==> src/rtl/uart_pkg.sv <==
// Shared types and helpers for the parametrised UART receiver.
package uart_pkg;

   localparam int PAR_NONE = 0;
   localparam int PAR_ODD  = 1;
   localparam int PAR_EVEN = 2;

   typedef enum logic [2:0] {
      S_IDLE,
      S_START,
      S_DATA,
      S_PARITY,
      S_STOP,
      S_WAIT_IDLE
   } uart_rx_state_t;

   // Bits needed for a counter that runs 0 .. max_count-1.
   function automatic int cnt_width(input int max_count);
      return (max_count > 1) ? $clog2(max_count) : 1;
   endfunction

endpackage

==> src/rtl/uart_rx_sync.sv <==
// Two-flop synchroniser for the rx pin followed by a 3-sample majority vote.
module uart_rx_sync (
   input  logic sclk,
   input  logic srst,
   input  logic rx,
   output logic rxs,
   output logic vote
);

   logic       meta;
   logic [1:0] hist;

   // NOTE: non-blocking assignments make each stage capture the previous stage's old value, forming a real shift chain.
   always_ff @(posedge sclk) begin
      if (srst) begin
         meta <= 1'b1;
         rxs  <= 1'b1;
         hist <= 2'b11;
      end else begin
         meta <= rx;
         rxs  <= meta;
         hist <= {hist[0], rxs};
      end
   end

   // Window is {rxs two cycles ago, one cycle ago, now}.
   assign vote = (hist[1] & hist[0]) | (hist[1] & rxs) | (hist[0] & rxs);

endmodule

==> src/rtl/uart_rx.sv <==
// Oversampling UART receiver with configurable framing and a valid/ready holding register.
module uart_rx
   import uart_pkg::*;
#(
   parameter int CLK_DIV   = 16,
   parameter int DATA_BITS = 8,
   parameter int PARITY    = 0,
   parameter int STOP_BITS = 1,
   parameter int MSB_FIRST = 0
) (
   input  logic                 sclk,
   input  logic                 srst,
   input  logic                 rx,
   output logic [DATA_BITS-1:0] data,
   output logic                 valid,
   input  logic                 ready,
   output logic                 frame_err,
   output logic                 parity_err,
   output logic                 overrun,
   output logic                 busy
);

   localparam int H     = CLK_DIV / 2;
   localparam int CNT_W = cnt_width(CLK_DIV);
   localparam int BIT_W = cnt_width(DATA_BITS);

   logic                 rxs;
   logic                 vote;
   uart_rx_state_t       state;
   uart_rx_state_t       state_next;
   logic [CNT_W-1:0]     cnt;
   logic [BIT_W-1:0]     bit_cnt;
   logic [DATA_BITS-1:0] shreg;
   logic                 par_err_r;
   logic                 frm_err_r;
   logic                 tick_start;
   logic                 tick_bit;
   logic                 last_data;
   logic                 last_stop;
   logic                 frm_err_now;
   logic                 sample_data;
   logic                 sample_par;
   logic                 sample_stop;
   logic                 commit;

   uart_rx_sync u_sync (
      .sclk (sclk),
      .srst (srst),
      .rx   (rx),
      .rxs  (rxs),
      .vote (vote)
   );

   // cnt is 0 on the first cycle after entering START, so H-1 lands on t0+H.
   assign tick_start  = (cnt == CNT_W'(H - 1));
   assign tick_bit    = (cnt == CNT_W'(CLK_DIV - 1));
   assign last_data   = (bit_cnt == BIT_W'(DATA_BITS - 1));
   assign last_stop   = (bit_cnt == BIT_W'(STOP_BITS - 1));
   assign frm_err_now = frm_err_r | ~vote;
   assign commit      = sample_stop & last_stop;

   always_ff @(posedge sclk) begin
      if (srst) state <= S_IDLE;
      else      state <= state_next;
   end

   // NOTE: the default assignment up front keeps every path assigned, so no latch is inferred.
   always_comb begin
      state_next = state;
      unique case (state)
         S_IDLE:      if (!rxs) state_next = S_START;
         S_START:     if (tick_start) state_next = vote ? S_IDLE : S_DATA;
         S_DATA:      if (tick_bit && last_data)
                         state_next = (PARITY != PAR_NONE) ? S_PARITY : S_STOP;
         S_PARITY:    if (tick_bit) state_next = S_STOP;
         S_STOP:      if (tick_bit && last_stop)
                         state_next = frm_err_now ? S_WAIT_IDLE : S_IDLE;
         S_WAIT_IDLE: if (rxs) state_next = S_IDLE;
         default:     state_next = S_IDLE;
      endcase
   end

   always_comb begin
      busy        = (state != S_IDLE);
      sample_data = 1'b0;
      sample_par  = 1'b0;
      sample_stop = 1'b0;
      case (state)
         S_DATA:   sample_data = tick_bit;
         S_PARITY: sample_par  = tick_bit;
         S_STOP:   sample_stop = tick_bit;
         default:  ;
      endcase
   end

   always_ff @(posedge sclk) begin
      if (srst || state == S_IDLE || state == S_WAIT_IDLE) begin
         cnt       <= '0;
         bit_cnt   <= '0;
         par_err_r <= 1'b0;
         frm_err_r <= 1'b0;
      end else if (state == S_START) begin
         cnt <= tick_start ? '0 : cnt + CNT_W'(1);
      end else begin
         cnt <= tick_bit ? '0 : cnt + CNT_W'(1);
         if (sample_data) bit_cnt <= last_data ? '0 : bit_cnt + BIT_W'(1);
         if (sample_par)  par_err_r <= ((^shreg) ^ vote) != (PARITY == PAR_ODD);
         if (sample_stop) begin
            bit_cnt   <= bit_cnt + BIT_W'(1);
            frm_err_r <= frm_err_now;
         end
      end
   end

   // NOTE: the shifter has no reset; every bit is overwritten before a frame can commit.
   always_ff @(posedge sclk) begin
      if (sample_data) begin
         if (MSB_FIRST != 0) shreg <= {shreg[DATA_BITS-2:0], vote};
         else                shreg <= {vote, shreg[DATA_BITS-1:1]};
      end
   end

   // Holding register: a new frame replaces the old one only if it has been taken.
   always_ff @(posedge sclk) begin
      if (srst) begin
         data       <= '0;
         valid      <= 1'b0;
         frame_err  <= 1'b0;
         parity_err <= 1'b0;
         overrun    <= 1'b0;
      end else begin
         overrun <= 1'b0;
         if (commit) begin
            if (!valid || ready) begin
               data       <= shreg;
               frame_err  <= frm_err_now;
               parity_err <= (PARITY != PAR_NONE) && par_err_r;
               valid      <= 1'b1;
            end else begin
               overrun <= 1'b1;
            end
         end else if (valid && ready) begin
            valid <= 1'b0;
         end
      end
   end

endmodule

==> config.mk <==
export PLATFORM = sky130hd
export DESIGN_NAME = uart_rx
export DESIGN_NICKNAME = d
export VERILOG_FILES = /design/src/rtl/uart_pkg.sv /design/src/rtl/uart_rx_sync.sv /design/src/rtl/uart_rx.sv
export SDC_FILE = /design/constraint.sdc
export NUM_CORES = 1
export LEC_CHECK = 0
export CORE_UTILIZATION = 50
export DETAILED_ROUTE_END_ITERATION = 8
export GPL_TIMING_DRIVEN = 0
export PLACE_DENSITY_LB_ADDON = 0.2
export SKIP_LAST_GASP = 1
export SLEW_MARGIN = 10
export SYNTH_ARGS = -nofsm -noshare
export SYNTH_HDL_FRONTEND = slang
export SYNTH_SLANG_ARGS = --single-unit
export TNS_END_PERCENT = 30
==> constraint.sdc <==
create_clock -name sclk -period 5.9 [get_ports sclk]
set_clock_uncertainty 0.2 [all_clocks]
set_input_delay 0.59 -clock sclk [delete_from_list [all_inputs] [get_ports sclk]]
set_output_delay 0.59 -clock sclk [all_outputs]
set_load 0.02 [all_outputs]
==> flow_summary.toml <==
[sta]
fin_hold_ws_ns = 0.227
worst_slew_pin_slew_ns = 0.707
setup_viol = 0
min_period_ns = 2.61
fin_setup_tns_ns = 0
slew-limit-headroom_pct = 52.8
fmax_mhz = 383
slew_viol_final = 0
period_share_pct = 44.3
rsz0062_at_grt = "no"
hold_violations = 0

[cells_and_area]
fin_area_sq_mm = 0.00169
layout.nets = 163
syn2layout_area_growth_pct = 19.0
drive_gt1_share_pct = 17.3
fillCellCount = 202
antenna_cells = 0

[setup_path]
r2r_slack_ns = 3.86
r2r-end = "state[0]$_SDFFE_PP0P_"
critical_path_class = "register to output port"
path_delay_family = "buffers and inverters"
cpPeakStageDelay_ns = 0.54
reg2regPathDepth = 7
required_ns = 5.11
cp_max_fo = 10
arrival_ns = 1.82
worstPathBufferInverterCount = 2
cp_cell_sequence = "buf_4 -> or3_2 -> clkdlybuf4s50_1"
cp_slowest_cell = "clkdlybuf4s50_1"
reg2reg_from = "bit_cnt[0]$_SDFFE_PP0P_"
setup.worst_path.start_class = "register"
worstSetupEndpointType = "output port"

[route]
drtPass1Iterations = 4
drt_iter0_markers = 23
drcViolationCount = 0
routed_wl_um = 2280
vias = 952
drtAntennaViolNets = 0
drt-vias-per-instance = 5.12
routedWlPerCell_um = 12.3

[status]
outcome = "finished clean"

[power_and_ir_drop]
p_leak_nw = 0.691
irDropWorstVdd_mv = 0.234
power_density_mw_per_mm2 = 267

[synth]
ys_async_sr_fraction_pct = 0
seq_area_frac_synth_pct = 53.5
synthFlopType = "dfxtp_1"
postSynthAreaPerCell_sq_um = 10.7
synth_cells = 133
synth-edff-count = 8
yosysWarnings = 0
ys_ff_latch = 34
syn-cell-area_sq_mm = 0.00142
yosysUniqueCellTypes = 39
syn_nets = 141

[cts]
cts_sinks = 34
post_cts_resized = 0
cts_tree = "yes"
htreeDepth = 2
cts_buffers = 5
post_cts_buffers = 0
path_clk_slew_ns = 0.11
cts_root_buffer = "clkbuf_4"
worstSkewPairLatency_ns = 0.34
cts_hold_buf = 0
clock_path_buffers = 2

[worst_hold_path]
min_from = "u_sync.meta$_SDFF_PP1_"
hp-class = "register to register"
min_to = "u_sync.rxs$_SDFF_PP1_"
holdPathStages = 1

[floorplan]
placement_rows = 18
fp.dieH_um = 55.3
coreArea_sq_mm = 0.00259
floorplan.die_area_sq_mm = 0.00306
die_w_um = 55.3
initial_utilization_pct = 54.9
pin_count = 17

[place]
dpl_cell_area_sq_mm = 0.00161
globalplace.congestion = 0.832
hpwl_um = 1660
numPortBuffers = 15

[grt]
grt_max_degree = 13
grt_antenna_before_repair = 0
grt_first_pass_wirelength_um = 4050
grt-ovfl-total = 0
track_usage_pct = 17.4
grt_pass1_vias = 922

[job]
maxCapViolations = 0
-- worst max-delay path by stage --
stage	startpoint	endpoint	cells after the start
6_report	state[2]$_SDFFE_PP0P_	busy	3
4_1_cts	state[2]$_SDFFE_PP0P_	busy	3
3_3_place_gp	srst	state[1]$_SDFFE_PP0P_	4
3_5_place_dp	srst	data[7]$_SDFFE_PP0P_	4
2_1_floorplan	bit_cnt[0]$_SDFFE_PP0P_	state[0]$_SDFFE_PP0P_	7
5_1_grt	state[2]$_SDFFE_PP0P_	busy	3
-- state kept, by name, summed over array words and instances, names as in the netlist --
register     count
shreg            8
u_sync.hist      2
bit_cnt          3
data             8
state            3
frm_err_r        1
valid            1
overrun          1
u_sync.rxs       1
u_sync.meta      1
frame_err        1
cnt              4
-- synth_stat cells, types with 2 or more instances --
cell type / instances / area (sq um)
o21ai_1: 3 / 15.0
edfxtp_1: 8 / 240
xnor2_1: 2 / 17.5
or2_2: 5 / 31.3
o21ai_0: 2 / 10.0
ha_1: 4 / 50.1
mux2i_1: 11 / 110
nor2b_1: 4 / 25.0
nand3_1: 2 / 10.0
clkbuf_1: 2 / 7.51
buf_6: 2 / 22.5
and2b_2: 2 / 17.5
nor2_1: 20 / 75.1
nor3_1: 4 / 20.0
nor3b_2: 2 / 25.0
buf_4: 2 / 15.0
nand2_1: 5 / 18.8
a21oi_1: 4 / 20.0
inv_1: 3 / 11.3
xor2_1: 2 / 17.5
dfxtp_1: 26 / 521
-- final cells by class --
type	count	area, sq um	share of cell area (%)
buffer	7	50.0	2.96
timing repair buffer	15	150	8.87
tap	30	37.5	2.22
clock inverter	3	45.0	2.66
multi-input combinational	89	601	35.5
clock buffer	5	37.5	2.22
sequential	34	761	44.9
inverter	3	11.3	0.665
-- metal layers --
layer / part of all wire [%] / vias to the layer above / track usage (%) / routed length (um)
li1: - / 495 / - / -
met4: 1.8 / 0 / 7.50 / 42
met1: 48 / 437 / 21.5 / 1110
met2: 46 / 15 / 26.9 / 1040
met5: 0 / - / 0 / 0
met3: 4.1 / 5 / 7.03 / 94
-- report_power, final --
part | total (mW) | switching [mW] | leakage (nW) | internal [mW]
clock | 0.169 | 0.0800 | 0.0374 | 0.0888
combinational | 0.0403 | 0.0206 | 0.372 | 0.0197
sequential | 0.243 | 0.00232 | 0.282 | 0.240
total | 0.452 | 0.103 | 0.691 | 0.349
-- cells in the final DEF (no fill, tap or decap), drive strengths merged, types with 4 or more instances in the layout --
cell            n
dfxtp          26
nor2           20
clkdlybuf4s50  15
mux2i          11
edfxtp          8
clkbuf          7
or2             6
nand2           5
a21oi           5
o21ai           5
buf             5
nor2b           4
nor3            4
ha              4
-- worst register-to-register path, delay by kind of cell (launching register included) --
kind,cells,cell delay (ns)
adder cells (fa/ha/maj),1,0.16
AO/OA/AOI/OAI,3,0.72
AND/OR/NAND/NOR,2,0.48
buffers and inverters,1,0.09
flip-flops,1,0.33
-- kinds of logic (layout without fill, tap and decap cells) --
| logic type | after synthesis | count (layout) | share of synthesized area, % |
|---|---|---|---|
| muxes | 11 | 11 | 7.74 |
| xor gates and xnor gates | 4 | 4 | 2.46 |
| AOI/OAI and AO/OA | 15 | 15 | 6.60 |
| other | 1 | 1 | 0.264 |
| buffers and inverters | 10 | 33 | 4.31 |
| and+or+nand+nor | 53 | 53 | 20.9 |
| DFF | 34 | 34 | 53.5 |
| adders and majority gates | 5 | 5 | 4.22 |
-- per-stage QoR --
stage | total power [mW] | std cells | setup WS, ns | util, %
finish | 0.452 | 186 | 3.29 | 65.4
global route | 0.476 | 186 | 3.21 | 65.4
CTS | 0.459 | 186 | 3.27 | 65.4
detailed placement | 0.288 | 178 | 3.57 | 62.2
global placement | 0.287 | 178 | 3.60 | 62.2
floorplan | 0.278 | 133 | 4.02 | -
Note: power is estimated with default switching activity, not from simulation.
